$ cat src/rtl/spi_seq_pkg.sv
// Shared definitions for the SPI command sequencer: FIFO entry type codes,
// sequencer state encodings and the bit positions inside spi_control.
package spi_seq_pkg;

    localparam int ENTRY_W        = 10;
    localparam int CTRL_W         = 10;
    localparam int CTRL_ENABLE    = 0;
    localparam int CTRL_DATA_MODE = 1;
    localparam int CTRL_PRESC_LSB = 2;
    localparam int CTRL_PRESC_MSB = 9;

    typedef enum logic [1:0] {
        ENTRY_CMD   = 2'b00,
        ENTRY_DATA  = 2'b01,
        ENTRY_DELAY = 2'b10,
        ENTRY_RSVD  = 2'b11
    } entry_type_e;

    typedef enum logic [2:0] {
        ST_IDLE  = 3'd0,
        ST_LOAD  = 3'd1,
        ST_XFER  = 3'd2,
        ST_GAP   = 3'd3,
        ST_DELAY = 3'd4
    } seq_state_e;

    function automatic entry_type_e entry_type(input logic [ENTRY_W-1:0] entry);
        return entry_type_e'(entry[ENTRY_W-1:ENTRY_W-2]);
    endfunction

endpackage

$ cat src/rtl/spi_seq_fifo.sv
// Command FIFO for the SPI sequencer: DEPTH entries (power of two), first-word
// fall-through head, occupancy count one bit wider than the pointers.
module spi_seq_fifo #(
    parameter int DEPTH = 16,
    parameter int WIDTH = 10
) (
    input  logic                     clk,
    input  logic                     reset_n,
    input  logic                     push,
    input  logic [WIDTH-1:0]         push_data,
    input  logic                     pop,
    output logic [WIDTH-1:0]         head,
    output logic                     full,
    output logic                     empty,
    output logic [$clog2(DEPTH):0]   count
);

    localparam int PTR_W = $clog2(DEPTH);

    logic [WIDTH-1:0] mem [DEPTH];
    logic [PTR_W-1:0] wr_ptr;
    logic [PTR_W-1:0] rd_ptr;
    logic             do_push;
    logic             do_pop;

    // A push into a full FIFO is dropped even when a pop happens in the same cycle.
    assign full    = (count == (PTR_W+1)'(DEPTH));
    assign empty   = (count == '0);
    assign do_push = push && !full;
    assign do_pop  = pop && !empty;
    assign head    = mem[rd_ptr];

    always_ff @(posedge clk or negedge reset_n) begin
        if (!reset_n) begin
            wr_ptr <= '0;
            rd_ptr <= '0;
            count  <= '0;
        end else begin
            if (do_push) begin
                wr_ptr <= wr_ptr + 1'b1;
            end
            if (do_pop) begin
                rd_ptr <= rd_ptr + 1'b1;
            end
            case ({do_push, do_pop})
                2'b10:   count <= count + 1'b1;
                2'b01:   count <= count - 1'b1;
                default: count <= count;
            endcase
        end
    end

    always_ff @(posedge clk) begin
        if (do_push) begin
            mem[wr_ptr] <= push_data;
        end
    end

endmodule

$ cat src/rtl/spi_cmd_seq.sv
// SPI command sequencer: drains a FIFO of cmd/data/delay entries into an SPI TX
// engine, bursting consecutive data bytes. Optional delay entries: SPI_CMD_SEQ_DELAY_EN.
module spi_cmd_seq
    import spi_seq_pkg::*;
#(
    parameter int DEPTH       = 16,
    parameter int GAP_CYCLES  = 2,
    parameter int DELAY_TICKS = 50000
) (
    input  logic               clk,
    input  logic               reset_n,
    input  logic               wr_en,
    input  logic [ENTRY_W-1:0] wr_data,
    input  logic [7:0]         prescaler,
    output logic               full,
    output logic               empty,
    output logic               overflow,
    output logic               busy,
    output logic [CTRL_W-1:0]  spi_control,
    output logic [7:0]         spi_data,
    input  logic               spi_valid
);

    localparam int GAP_W = (GAP_CYCLES > 1) ? $clog2(GAP_CYCLES) : 1;
    localparam logic [GAP_W-1:0] GAP_LAST = GAP_W'(GAP_CYCLES - 1);

    seq_state_e          state_q, state_d;
    entry_type_e         cur_type_q, cur_type_d;
    logic [7:0]          cur_byte_q, cur_byte_d;
    logic                enable_q, enable_d;
    logic                mode_q, mode_d;
    logic [7:0]          data_q, data_d;
    logic [7:0]          presc_q;
    logic [GAP_W-1:0]    gap_cnt_q, gap_cnt_d;
    logic                overflow_q;

    logic                fifo_pop;
    logic [ENTRY_W-1:0]  fifo_head;
    logic                fifo_full;
    logic                fifo_empty;
    logic [$clog2(DEPTH):0] fifo_count;
    logic                head_is_data;

`ifdef SPI_CMD_SEQ_DELAY_EN
    logic [31:0]         delay_cnt_q, delay_cnt_d;
`endif

    spi_seq_fifo #(
        .DEPTH (DEPTH),
        .WIDTH (ENTRY_W)
    ) u_fifo (
        .clk       (clk),
        .reset_n   (reset_n),
        .push      (wr_en),
        .push_data (wr_data),
        .pop       (fifo_pop),
        .head      (fifo_head),
        .full      (fifo_full),
        .empty     (fifo_empty),
        .count     (fifo_count)
    );

    // A burst may only continue if the next queued entry is already present and is data.
    assign head_is_data = (fifo_count != '0) && (entry_type(fifo_head) == ENTRY_DATA);

    always_comb begin
        state_d    = state_q;
        cur_type_d = cur_type_q;
        cur_byte_d = cur_byte_q;
        enable_d   = enable_q;
        mode_d     = mode_q;
        data_d     = data_q;
        gap_cnt_d  = gap_cnt_q;
        fifo_pop   = 1'b0;
`ifdef SPI_CMD_SEQ_DELAY_EN
        delay_cnt_d = delay_cnt_q;
`endif
        case (state_q)
            ST_IDLE: begin
                if (!fifo_empty) begin
                    fifo_pop   = 1'b1;
                    cur_type_d = entry_type(fifo_head);
                    cur_byte_d = fifo_head[7:0];
                    state_d    = ST_LOAD;
                end
            end
            ST_LOAD: begin
                case (cur_type_q)
                    ENTRY_CMD, ENTRY_DATA: begin
                        data_d   = cur_byte_q;
                        mode_d   = (cur_type_q == ENTRY_DATA);
                        enable_d = 1'b1;
                        state_d  = ST_XFER;
                    end
`ifdef SPI_CMD_SEQ_DELAY_EN
                    ENTRY_DELAY: begin
                        delay_cnt_d = 32'(cur_byte_q) * 32'(DELAY_TICKS);
                        state_d     = ST_DELAY;
                    end
`endif
                    default: state_d = ST_IDLE;
                endcase
            end
            ST_XFER: begin
                if (spi_valid) begin
                    if ((cur_type_q == ENTRY_DATA) && head_is_data) begin
                        fifo_pop   = 1'b1;
                        cur_byte_d = fifo_head[7:0];
                        data_d     = fifo_head[7:0];
                    end else begin
                        enable_d  = 1'b0;
                        gap_cnt_d = '0;
                        state_d   = (GAP_CYCLES == 0) ? ST_IDLE : ST_GAP;
                    end
                end
            end
            ST_GAP: begin
                if (gap_cnt_q == GAP_LAST) begin
                    state_d = ST_IDLE;
                end else begin
                    gap_cnt_d = gap_cnt_q + 1'b1;
                end
            end
`ifdef SPI_CMD_SEQ_DELAY_EN
            // A zero count still spends one cycle here before returning to IDLE.
            ST_DELAY: begin
                if (delay_cnt_q <= 32'd1) begin
                    delay_cnt_d = '0;
                    state_d     = ST_IDLE;
                end else begin
                    delay_cnt_d = delay_cnt_q - 32'd1;
                end
            end
`endif
            default: state_d = ST_IDLE;
        endcase
    end

    always_ff @(posedge clk or negedge reset_n) begin
        if (!reset_n) begin
            state_q    <= ST_IDLE;
            cur_type_q <= ENTRY_CMD;
            cur_byte_q <= '0;
            enable_q   <= 1'b0;
            mode_q     <= 1'b0;
            data_q     <= '0;
            presc_q    <= '0;
            gap_cnt_q  <= '0;
            overflow_q <= 1'b0;
        end else begin
            state_q    <= state_d;
            cur_type_q <= cur_type_d;
            cur_byte_q <= cur_byte_d;
            enable_q   <= enable_d;
            mode_q     <= mode_d;
            data_q     <= data_d;
            presc_q    <= prescaler;
            gap_cnt_q  <= gap_cnt_d;
            overflow_q <= overflow_q | (wr_en & fifo_full);
        end
    end

`ifdef SPI_CMD_SEQ_DELAY_EN
    always_ff @(posedge clk or negedge reset_n) begin
        if (!reset_n) begin
            delay_cnt_q <= '0;
        end else begin
            delay_cnt_q <= delay_cnt_d;
        end
    end
`endif

    assign full     = fifo_full;
    assign empty    = fifo_empty;
    assign overflow = overflow_q;
    assign busy     = (state_q != ST_IDLE);
    assign spi_data = data_q;

    always_comb begin
        spi_control                                = '0;
        spi_control[CTRL_ENABLE]                   = enable_q;
        spi_control[CTRL_DATA_MODE]                = mode_q;
        spi_control[CTRL_PRESC_MSB:CTRL_PRESC_LSB] = presc_q;
    end

endmodule

$ cat config.mk
export PLATFORM = sky130hd
export DESIGN_NAME = spi_cmd_seq
export DESIGN_NICKNAME = d
export VERILOG_FILES = /design/src/rtl/spi_seq_pkg.sv /design/src/rtl/spi_seq_fifo.sv /design/src/rtl/spi_cmd_seq.sv
export SDC_FILE = /design/constraint.sdc
export NUM_CORES = 1
export LEC_CHECK = 0
export BUFFER_PORTS_ARGS = -buffer_cell sky130_fd_sc_hd__buf_2
export CORE_MARGIN = 1.5
export CORE_UTILIZATION = 30
export CTS_CLUSTER_DIAMETER = 50
export DETAILED_ROUTE_END_ITERATION = 16
export MAX_ROUTING_LAYER = met4
export PLACE_DENSITY = 0.57
export RECOVER_POWER = 50
export SYNTH_ARGS = -nofsm -noshare
export SYNTH_HDL_FRONTEND = slang
export SYNTH_SLANG_ARGS = --single-unit
$ cat constraint.sdc
create_clock -name clk -period 3.3 [get_ports clk]
set_clock_uncertainty 0.1 [all_clocks]
set_input_delay 0.66 -clock clk [delete_from_list [all_inputs] [get_ports clk]]
set_output_delay 0.66 -clock clk [all_outputs]
set_load 0.02 [all_outputs]
==> results of run 1 <==
-- routing by layer --
metal	wire, um	track usage (%)	vias to the layer above
met1	8015	17.02	2419
met5	0	-	-
met3	855	2.122	23
met2	8467	20.40	120
li1	-	-	2138
met4	252	3.001	0
-- final cells by class --
| type | instances | area (um2) | area share, % |
|---|---|---|---|
| clock buffers | 26 | 586.8 | 5.955 |
| clock inverters | 14 | 127.6 | 1.295 |
| inverters | 12 | 45.04 | 0.4571 |
| multi-input cells | 251 | 2228 | 22.61 |
| flip-flops and latches | 205 | 5936 | 60.23 |
| well taps | 372 | 465.4 | 4.723 |
| repair buffers | 78 | 465.4 | 4.723 |
-- synth_stat cells, types with 5 or more instances --
master,count
buf_4,5
edfxtp_1,160
a221o_1,8
clkbuf_1,15
xnor2_1,5
mux4_2,22
a21oi_1,5
nand2_1,21
nor3_1,5
a221oi_1,18
a22oi_1,8
o32a_1,8
nor2_1,20
mux2i_1,38
and2_1,5
a211oi_1,6
ha_1,9
nand3_1,15
dfrtp_1,45
o21ai_0,17
inv_1,12
-- placed cells by master (no fill, tap or decap), types with 3 or more instances in the layout --
cell type    n
a211oi_1     6
a21o_1       4
a21oi_1      3
a21oi_2      3
a221o_1      8
a221oi_1    18
a22oi_1      8
and2_1       5
buf_2       33
buf_4       33
clkbuf_1    14
clkbuf_16   23
clkinv_1     3
dfrtp_1     43
edfxtp_1   160
ha_1         7
inv_1       12
inv_6        4
mux2i_1     38
mux4_2      22
nand2_1     21
nand2b_1     3
nand3_1     15
nor2_1      19
nor3_1       5
nor4_1       3
o21a_1       3
o21ai_0     17
o32a_1       8
xnor2_1      5
xor2_1       3
-- stage by stage --
step                      hold WS, ps  setup TNS, ps  instances
after floorplan                 264.4              0        498
after global placement          333.1              0        915
after detailed placement        344.0              0        915
after CTS                       141.6              0        956
after global routing            136.7         -55.57        958
final                           162.8              0        958
-- worst max-delay path by stage --
stage                     slack, ps                    startpoint                          end  depth (start not counted)
after global routing            -40  u_fifo.rd_ptr[0]$_DFFE_PN0P_  u_fifo.count[4]$_DFFE_PN0P_                         12
final                            70  u_fifo.rd_ptr[0]$_DFFE_PN0P_  u_fifo.count[4]$_DFFE_PN0P_                         12
after detailed placement         10  u_fifo.rd_ptr[0]$_DFFE_PN0P_  u_fifo.count[4]$_DFFE_PN0P_                         14
after CTS                        30  u_fifo.rd_ptr[0]$_DFFE_PN0P_  u_fifo.count[4]$_DFFE_PN0P_                         13
after floorplan                  20  u_fifo.rd_ptr[0]$_DFFE_PN0P_  u_fifo.count[4]$_DFFE_PN0P_                         14
after global placement          140  u_fifo.rd_ptr[0]$_DFFE_PN0P_  u_fifo.count[4]$_DFFE_PN0P_                         12
-- what timing repair did --
action                                  CTS  global route
hold buffers                              0             0
gates cloned                              0             0
buffers inserted                          1             2
endpoints found under the setup margin    1             1
pin swaps                                 0            11
gates resized for setup                   1             6
-- report_power, final --
part	switching, uW	leakage, uW	internal, uW
combinational	1460	0.00131	1080
sequential	242	0.00195	3210
clock	1020	0.000347	1380
total	2730	0.00360	5670
-- state kept, by name (all words and copies together), names as in the netlist --
signal and count:
overflow 1, u_fifo.mem 160, enable_q 1, cur_type_q 2, cur_byte_q 8, u_fifo.wr_ptr 4, state_q 2, spi_data 8
u_fifo.count 5, mode_q 1, gap_cnt_q 1, u_fifo.rd_ptr 4, presc_q 8
-- critical path: stages (launching register included) --
cell,delay [ps]
dfrtp_4,500
mux4_2,510
o21a_1,230
o211ai_2,200
nor2_2,70
o21a_1,210
ha_4,190
fa_2,370
a21o_1,180
a21oi_2,130
xor2_1,180
nor2_1,90
xor2_1,140
-- cells by family (layout without fill, tap and decap cells) --
family / after synthesis / after routing
xor gates and xnor gates: 8 / 8
AOI/OAI and AO/OA: 89 / 89
DFF: 205 / 205
buffers and inverters: 42 / 130
adders and majority gates: 10 / 10
and+or+nand+nor: 81 / 81
muxes: 63 / 63
==> impl_metrics.csv, run 1 <==
group,metric,value,unit
drt,drt_iter0_markers,462,
floorplan,ioPinCount,44,
synthesis,synth_top_cell_area_share,57.74,%
synthesis,synth_nets,530,
drt,ant_nets,0,
flow_run,cap_viol_max_count,0,
global_route,antenna_found_initial,0,
timing,setup-violations-final,0,
clock_network,clockBufferDepth,3,
synthesis,synth-seq-cells,205,
placed_design,dpl_cell_area,0.009095,mm2
min_path,min_from,"prescaler[6]",
drt,drc_errors,0,
global_route,gr-total-overflow,0,
synthesis,synthTopCellsByArea,"edfxtp_1, dfrtp_1, mux4_2",
clock_network,clock-sinks,205,
floorplan,dieArea,0.02875,mm2
power,cellLeakagePower,0.003605,uW
final_layout,nets,603,
power,p_per_area,852.5,mW/mm2
placed_design,gp_congestion,0.7728,
floorplan,start_util,30.71,%
final_layout,area_growth,18.42,%
synthesis,synth_top_family_by_area,"multiplexers",
final_layout,post-route-util,36.36,%
final_layout,final_area,0.009854,mm2
synthesis,yosys.cell_types.count,48,
synthesis,synth-xor-area-share,0.8420,%
floorplan,rows,60,
global_route,grt_pass1_vias,4794,
placed_design,place_ws,10.77,ps
synthesis,synthFlopType,"edfxtp_1",
synthesis,synth_top_area_cell,"edfxtp_1",
timing,slew_headroom,28.54,%
setup_path,path_max_fanout,7,
synthesis,synth-edff-count,160,
min_path,holdPathStages,1,
synthesis,synth_compound_area_share,8.300,%
floorplan,die_h,169.6,um
floorplan,die_w,169.6,um
synthesis,postSynthCellCount,498,
timing,fmax,310.0,MHz
synthesis,syn_area,0.008322,mm2
drt,drt_first_pass_iters,5,
timing,max_slew.worst_pin.slew,1072,ps
final_layout,drive_gt1_share,23.38,%
synthesis,async_reset_ff_share,21.95,%
clock_network,clk_latency,500,ps
clock_network,cts-root-buf,"clkbuf_16",
timing,min_period,3225,ps
global_route,grt_max_degree,46,
drt,detail_route.wl_per_cell,18.36,um
setup_path,cp_data_required_time,3580,ps
setup_path,critPathKind,"flop to flop",
timing,hold_viol_final,0,
setup_path,reg2reg_slack,70,ps
synthesis,synth_fa_ha_area_share,1.594,%
timing,setup_ws,74.65,ps
global_route,grt_pass1_wl,27.71,mm
final_layout,fillCellCount,2504,
placed_design,dp_hpwl,11.74,mm
power,power,8401,uW
clock_network,htreeDepth,1,
floorplan,core_region_area,0.02710,mm2
power,peakVddDrop,375.6,uV
setup_path,worstSetupEndpointType,"flop",
setup_path,r2r-start,"u_fifo.rd_ptr[0]$_DFFE_PN0P_",
clock_network,cts_buffers,23,
setup_path,r2r.worst_path.cells,12,
timing,rsz0062_at_grt,"yes",
global_route,grt_usage,12.74,%
clock_network,cts_tree,"yes",
timing,slew_violations,0,
drt,via_per_inst,4.906,
final_layout,antenna_cells,0,
drt,num_vias,4700,
min_path,min_to,"presc_q[6]$_DFF_PN0_",
synthesis,synth_simple_gate_area_share,4.616,%
min_path,hp-class,"input pin to flop",
setup_path,r2r-end,"u_fifo.count[4]$_DFFE_PN0P_",
drt,wirelength,17.59,mm
synthesis,yosysWarningCount,0,
synthesis,synth.yosys.seq_area_share,71.27,%
synthesis,muxShareOfSynthArea,10.93,%
setup_path,arrival,3510,ps
status,status,"finished clean",
synthesis,avgSynthCellArea,16.71,um2
placed_design,port_buffers,43,
setup_path,startpoint_type,"flop",
timing,fin_crit_sh,97.74,%
clock_network,clkTransAtPathRegs,70,ps
No activity file was read; power rests on OpenSTA's default activity.
==> run 2: changes to the inputs <==
--- a/config.mk
+++ b/config.mk
@@ -13,6 +13,7 @@
 export MAX_ROUTING_LAYER = met4
 export PLACE_DENSITY = 0.57
 export RECOVER_POWER = 50
+export SLEW_MARGIN = 30
 export SYNTH_ARGS = -nofsm -noshare
 export SYNTH_HDL_FRONTEND = slang
 export SYNTH_SLANG_ARGS = --single-unit
==> constraint.sdc (replaced) <==
create_clock -name clk -period 2.75 [get_ports clk]
set_clock_uncertainty 0.1 [all_clocks]
set_input_delay 0.55 -clock clk [delete_from_list [all_inputs] [get_ports clk]]
set_output_delay 0.55 -clock clk [all_outputs]
set_load 0.02 [all_outputs]
==> run 2 against run 1 <==
The run now ends with negative setup slack left. Final area increased by 0.95%. Clock power increased by 19%. Worst hold slack got worse by 110 ps. Power up 21%.
==> impl_metrics.csv, run 2 (same netlist as run 1, synthesis figures left out) <==
group,metric,value,unit
status,status,"finished, violations left",
timing,hold_viol_final,0,
clock_network,clk_latency,500,ps
final_layout,post-route-util,36.71,%
drt,drt_iter0_markers,303,
final_layout,antenna_cells,0,
power,p_per_area,1021,mW/mm2
global_route,grt_pass1_wl,26.74,mm
setup_path,path_max_fanout,7,
setup_path,reg2reg_slack,-330,ps
floorplan,dieArea,0.02875,mm2
min_path,min_to,"presc_q[3]$_DFF_PN0_",
flow_run,cap_viol_max_count,0,
setup_path,worstSetupEndpointType,"flop",
timing,timing.hold.ws,54.88,ps
floorplan,core_region_area,0.02710,mm2
drt,num_vias,4527,
drt,ant_nets,0,
floorplan,start_util,30.71,%
setup_path,r2r.worst_path.cells,12,
setup_path,crit_path_cell_trace,"mux4_2 > o21a_1 > o211ai_4 > nor2_2 > o21a_1 > ha_4 > fa_2 > a21o_1 > a21oi_2 > xor2_1 > nor2_1 > xor2_1",
timing,slew_violations,0,
global_route,grt_pass1_vias,4762,
timing,setup_ws,-333.9,ps
final_layout,fillCellCount,2518,
setup_path,startpoint_type,"flop",
global_route,antenna_found_initial,0,
power,peakVddDrop,476.7,uV
clock_network,htreeDepth,1,
final_layout,stdcell_count,967,
global_route,grt_max_degree,50,
timing,fmax,324.3,MHz
floorplan,rows,60,
clock_network,clockBufferDepth,3,
timing,slew_headroom,32.11,%
timing,max_slew.worst_pin.slew,1018,ps
floorplan,die_w,169.6,um
setup_path,critPathKind,"flop to flop",
final_layout,drive_gt1_share,25.71,%
final_layout,top_register,"u_fifo.mem",
clock_network,clock-sinks,205,
global_route,gr-total-overflow,0,
drt,drc_errors,0,
clock_network,cts-root-buf,"clkbuf_16",
drt,via_per_inst,4.681,
min_path,holdPathStages,1,
final_layout,final_cell_mix,"edfxtp_1, dfrtp_1, mux2i_1, buf_4, buf_2",
drt,drt_first_pass_iters,4,
final_layout,final_common_cell,"edfxtp_1",
drt,dr.max_layer_used,"met4",
min_path,hp-class,"input pin to flop",
drt,route.met2.wl,8.300,mm
timing,setup-violations-final,3,
setup_path,arrival,3370,ps
power,power,10160,uW
final_layout,largest_reg_flops,160,
timing,min_period,3084,ps
power,cellLeakagePower,0.003636,uW
floorplan,ioPinCount,44,
placed_design,gp_congestion,0.7806,
floorplan,die_h,169.6,um
setup_path,r2r-end,"u_fifo.count[4]$_DFFE_PN0P_",
placed_design,dp_hpwl,11.78,mm
status,violations,"negative setup slack",
setup_path,cp_data_required_time,3040,ps
timing,rsz0062_at_grt,"yes",
clock_network,cts_buffers,24,
global_route,grt_usage,12.38,%
setup_path,critPathSlowestCell,"mux4_2",
setup_path,critPathMaxStageDelay,510,ps
drt,wl_met3,947,um
placed_design,port_buffers,43,
clock_network,clkTransAtPathRegs,60,ps
min_path,min_from,"prescaler[3]",
final_layout,area_growth,19.55,%
final_layout,nets,609,
setup_path,r2r-start,"u_fifo.rd_ptr[0]$_DFFE_PN0P_",
placed_design,placedCellCount,921,
drt,met1_length,7.508,mm
clock_network,cts_tree,"yes",
drt,detail_route.wl_per_cell,17.56,um
timing,fin_crit_sh,112.1,%
drt,wirelength,16.98,mm
==> run 2: power breakdown <==
group / internal, uW / total (uW) / leakage (uW) / switching [uW]
clock: 1630 / 2860 / 0.000356 / 1240
sequential: 3850 / 4120 / 0.00195 / 265
combinational: 1390 / 3170 / 0.00133 / 1780
==> run 2: timing repair <==
action / in CTS / in global routing
endpoints found under the hold margin: 0 / 38
resized for setup: 3 / 3
hold buffers: 0 / 1
buffers inserted: 0 / 1
setup endpoints to repair: 20 / 6
pin swaps: 3 / 8
cloned: 0 / 0
==> run 2: how the worst max path moves through the flow <==
| stage | from | to | slack [ps] | cells after the start |
|---|---|---|---|---|
| 3_5_place_dp | u_fifo.rd_ptr[0]$_DFFE_PN0P_ | u_fifo.count[4]$_DFFE_PN0P_ | -370 | 12 |
| 5_1_grt | u_fifo.rd_ptr[0]$_DFFE_PN0P_ | u_fifo.count[4]$_DFFE_PN0P_ | -490 | 12 |
| 4_1_cts | u_fifo.rd_ptr[0]$_DFFE_PN0P_ | u_fifo.count[4]$_DFFE_PN0P_ | -390 | 12 |
| 2_1_floorplan | u_fifo.rd_ptr[0]$_DFFE_PN0P_ | u_fifo.count[4]$_DFFE_PN0P_ | -490 | 14 |
| 3_3_place_gp | u_fifo.rd_ptr[0]$_DFFE_PN0P_ | u_fifo.count[4]$_DFFE_PN0P_ | -340 | 12 |
| 6_report | u_fifo.rd_ptr[0]$_DFFE_PN0P_ | u_fifo.count[4]$_DFFE_PN0P_ | -330 | 12 |
==> run 2: per-layer routing <==
layer	vias to the layer above	GRT usage [%]
met5	-	-
met4	0	3.540
met3	16	1.982
met2	105	20.45
met1	2252	15.82
li1	2154	-
==> run 2: stage by stage <==
step                      worst slack (ps)  TNS, ps  area, um2
after floorplan                     -493.1   -909.9       8359
after global placement              -344.3    -3642       9170
after detailed placement            -374.4    -4195       9183
after CTS                           -390.6   -894.2       9918
after global routing                -488.9    -1253       9948
final                               -333.9   -668.6       9948
==> run 2: critical path: cells and delay by family (launching register included) <==
kind	cells	cell delay (ps)
xor gates and xnor gates	2	310
adders and majority gates	2	510
DFF	1	500
muxes	1	510
AOI/OAI and AO/OA	5	910
and+or+nand+nor	2	130
==> run 2: area by class of cell <==
| type | count | area, um2 | area share [%] |
|---|---|---|---|
| Sequential cell | 205 | 5934 | 59.65 |
| Clock inverter | 16 | 107.6 | 1.082 |
| Tap cell | 372 | 465.4 | 4.679 |
| Multi-Input combinational cell | 251 | 2262 | 22.74 |
| Clock buffer | 28 | 615.6 | 6.188 |
| Inverter | 12 | 45.04 | 0.4528 |
| Timing Repair Buffer | 83 | 518.0 | 5.207 |
==> run 3: changes to the inputs <==
--- a/config.mk
+++ b/config.mk
@@ -5,13 +5,14 @@
 export SDC_FILE = /design/constraint.sdc
 export NUM_CORES = 1
 export LEC_CHECK = 0
+export ABC_AREA = 1
 export BUFFER_PORTS_ARGS = -buffer_cell sky130_fd_sc_hd__buf_2
 export CORE_MARGIN = 1.5
 export CORE_UTILIZATION = 30
 export CTS_CLUSTER_DIAMETER = 50
 export DETAILED_ROUTE_END_ITERATION = 16
 export MAX_ROUTING_LAYER = met4
-export PLACE_DENSITY = 0.57
+export PLACE_DENSITY = 0.56
 export RECOVER_POWER = 50
 export SLEW_MARGIN = 30
 export SYNTH_ARGS = -nofsm -noshare
==> run 3 against run 2 <==
The run still ends with negative setup slack left. Final area up 4.4%. Maximum frequency up 12%. Final cell count up 33%. Wire length up 21%. Sequential share of layout area down 2.5 points. Count of clock-buffer cells in the layout unchanged. First-iteration DRC count up 37%. Combinational power up 44%. Critical path depth up 6. Worst hold slack worse by 9.1 ps. Clock power up 3%. Highest routed layer unchanged.
==> impl_metrics.csv, run 3 <==
group,metric,value,unit
placed_design,dp_hpwl,13.26,mm
timing,slew_violations,0,
synthesis,synth.yosys.seq_area_share,67.91,%
placed_design,gp_congestion,0.8116,
synthesis,synth-edff-count,160,
placed_design,port_buffers,43,
setup_path,worstSetupEndpointType,"flop",
drt,wirelength,20.55,mm
floorplan,dieArea,0.03014,mm2
global_route,grt_pass1_vias,5566,
final_layout,stdcell_count,1286,
setup_path,arrival,3050,ps
clock_network,cts_tree,"yes",
setup_path,path_max_fanout,10,
timing,fin_crit_sh,100.3,%
power,clockPowerShare,25.4,%
drt,drt_iter0_markers,416,
drt,drt_first_pass_iters,4,
synthesis,synth_top_cell_area_share,55.01,%
synthesis,synth_nets,841,
placed_design,placedCellCount,1235,
power,peakVddDrop,475.1,uV
setup_path,cp_data_required_time,3040,ps
final_layout,area_growth,18.94,%
timing,setup_ws,-9.436,ps
clock_network,htreeDepth,1,
floorplan,die_w,173.6,um
drt,via_per_inst,4.569,
clock_network,clkTransAtPathRegs,60,ps
final_layout,nets,920,
global_route,grt_max_degree,45,
drt,ant_nets,0,
global_route,gr-total-overflow,0,
power,p_switching,4445,uW
global_route,antenna_found_initial,0,
final_layout,fillCellCount,2857,
synthesis,yosys.cell_types.count,30,
synthesis,synthFlopType,"edfxtp_1",
floorplan,start_util,30.43,%
final_layout,largest_reg_flops,160,
floorplan,ioPinCount,44,
synthesis,synth-seq-cells,205,
floorplan,core_region_area,0.02870,mm2
power,switching_share,38.10,%
synthesis,async_reset_ff_share,21.95,%
drt,detail_route.wl_per_cell,15.98,um
final_layout,final_cell_mix,"nand2_1, edfxtp_1, nor2_1, nand3_1, buf_4",
synthesis,synth_top_area_cell,"edfxtp_1",
synthesis,postSynthCellCount,809,
clock_network,clockBufferDepth,3,
final_layout,final_common_cell,"nand2_1",
synthesis,avgSynthCellArea,10.80,um2
status,status,"finished, violations left",
clock_network,clock-sinks,205,
timing,min_period,2759,ps
timing,setup-violations-final,1,
timing,rsz0062_at_grt,"yes",
synthesis,post-synth-top-count-cell,"nand2_1",
timing,max_slew.worst_pin.slew,989.8,ps
power,seqPwrFrac,35.5,%
final_layout,top_register,"u_fifo.mem",
floorplan,rows,62,
setup_path,startpoint_type,"flop",
final_layout,drive_gt1_share,16.85,%
drt,drc_errors,0,
synthesis,synthTopCellsByArea,"edfxtp_1, dfrtp_1, nand2_1",
power,cellLeakagePower,0.004173,uW
clock_network,cts_buffers,23,
final_layout,antenna_cells,0,
min_path,hp-class,"input pin to flop",
status,violations,"negative setup slack",
power,comb_power_share,39.1,%
placed_design,dpl_cell_area,0.009493,mm2
final_layout,final_area,0.01039,mm2
synthesis,syn_area,0.008733,mm2
synthesis,yosys-top-cells-count,"nand2_1, edfxtp_1, nor2_1, nand3_1, dfrtp_1",
clock_network,clk_latency,510,ps
timing,slew_headroom,34.01,%
global_route,grt_usage,13.93,%
flow_run,cap_viol_max_count,0,
clock_network,cts-root-buf,"clkbuf_16",
power,p_per_area,1123,mW/mm2
global_route,grt_pass1_wl,32.00,mm
setup_path,critPathKind,"flop to flop",
timing,fmax,362.4,MHz
power,power.internal,7220,uW
floorplan,die_h,173.6,um
synthesis,yosysWarningCount,0,
timing,hold_viol_final,0,
drt,num_vias,5876,
## run 3: changes by cell type after synthesis, sizes merged, moves of 16 or more
cell	before	now
inv	12	44
nand3	15	63
mux4	22	0
nor2	21	102
o21ai	17	33
a21oi	6	24
mux2i	38	0
nand2	21	246
nand4	2	23
a221oi	18	0
buf	15	33
## run 3: final timing paths
kind / startpoint / endpoint / slack [ps] / cells after the start
worst max-delay path: u_fifo.rd_ptr[0]$_DFFE_PN0P_ / u_fifo.count[4]$_DFFE_PN0P_ / -9 / 18
worst min-delay path: prescaler[5] / presc_q[5]$_DFF_PN0_ / 50 / 1
worst max register to register: u_fifo.rd_ptr[0]$_DFFE_PN0P_ / u_fifo.count[4]$_DFFE_PN0P_ / -9 / 18
worst min register to register: overflow$_DFF_PN0_ / overflow$_DFF_PN0_ / 360 / 1
max in group asynchronous: reset_n / u_fifo.count[0]$_DFFE_PN0P_ / 1180 / 3
min in group asynchronous: reset_n / spi_data[1]$_DFFE_PN0P_ / 640 / 2
## run 3: logic make-up after synthesis
logic type      Yosys count  share of synthesized area (%)
compound gates           67                          4.112
xor+xnor                  7                         0.7020
fa+ha+maj                10                          1.519
buf+inv                  85                          5.172
flops                   205                          67.91
simple gates            435                          20.59
## run 3: final cells by class
type / count / area [um2] / area share (%)
sequential: 205 / 5933 / 57.12
multi-input combinational: 519 / 2455 / 23.63
timing repair buffer: 93 / 610.6 / 5.878
clock buffer: 28 / 594.3 / 5.721
tap: 384 / 480.5 / 4.625
inverter: 46 / 180.2 / 1.735
clock inverter: 11 / 133.9 / 1.289
## run 3: power groups by stage
stage	clock network, uW	logic, uW	registers (uW)
detailed placement	0	4290	4190
global placement	0	4240	4180
finish	2960	4560	4150
floorplan	0	2930	4220
global route	3120	5110	4200
CTS	3030	4300	4140
## run 3: timing repair
action	CTS	global route
buffers inserted	0	10
setup endpoints to repair	1	2
pin swaps	0	11
hold endpoints to repair	0	36
gates cloned	0	1
hold buffers	0	1
resized for setup	2	18
## run 3: worst max-delay path, stage by stage, from the launching register on
cell	delay (ps)
dfrtp_2	480
buf_12	170
nor2_1	100
nor2_1	40
o21ai_0	80
nand3_1	110
nand2_2	90
a21oi_2	70
nand4_4	90
nand2_2	70
ha_4	190
fa_2	360
a21oi_2	120
nor2_1	50
nor2_1	90
inv_1	70
a21oi_2	150
o21ai_2	70
xor2_1	130
## run 3: routing by layer
| layer | wire length, um | part of all wire, % | up-vias | track usage, % |
|---|---|---|---|---|
| li1 | - | - | 2881 | - |
| met1 | 10060 | 49 | 2824 | 20.12 |
| met2 | 9298 | 45 | 145 | 20.98 |
| met5 | 0 | 0 | - | - |
| met3 | 902 | 4.4 | 26 | 2.061 |
| met4 | 288 | 1.4 | 0 | 2.586 |
## run 3: through the flow
step / hold slack, ps / setup WS [ps] / util, % / total power (uW) / setup TNS (ps)
finish: 45.78 / -9.436 / 36.19 / 11660 / -9.436
CTS: 32.92 / 7.217 / 35.62 / 11470 / 0
global placement: 333.2 / -11.71 / 33.02 / 8420 / -11.71
global route: 40.47 / -222.3 / 36.19 / 12430 / -339.4
detailed placement: 349.2 / -4.636 / 33.07 / 8478 / -4.636
floorplan: 154.4 / 10.93 / - / 7154 / 0
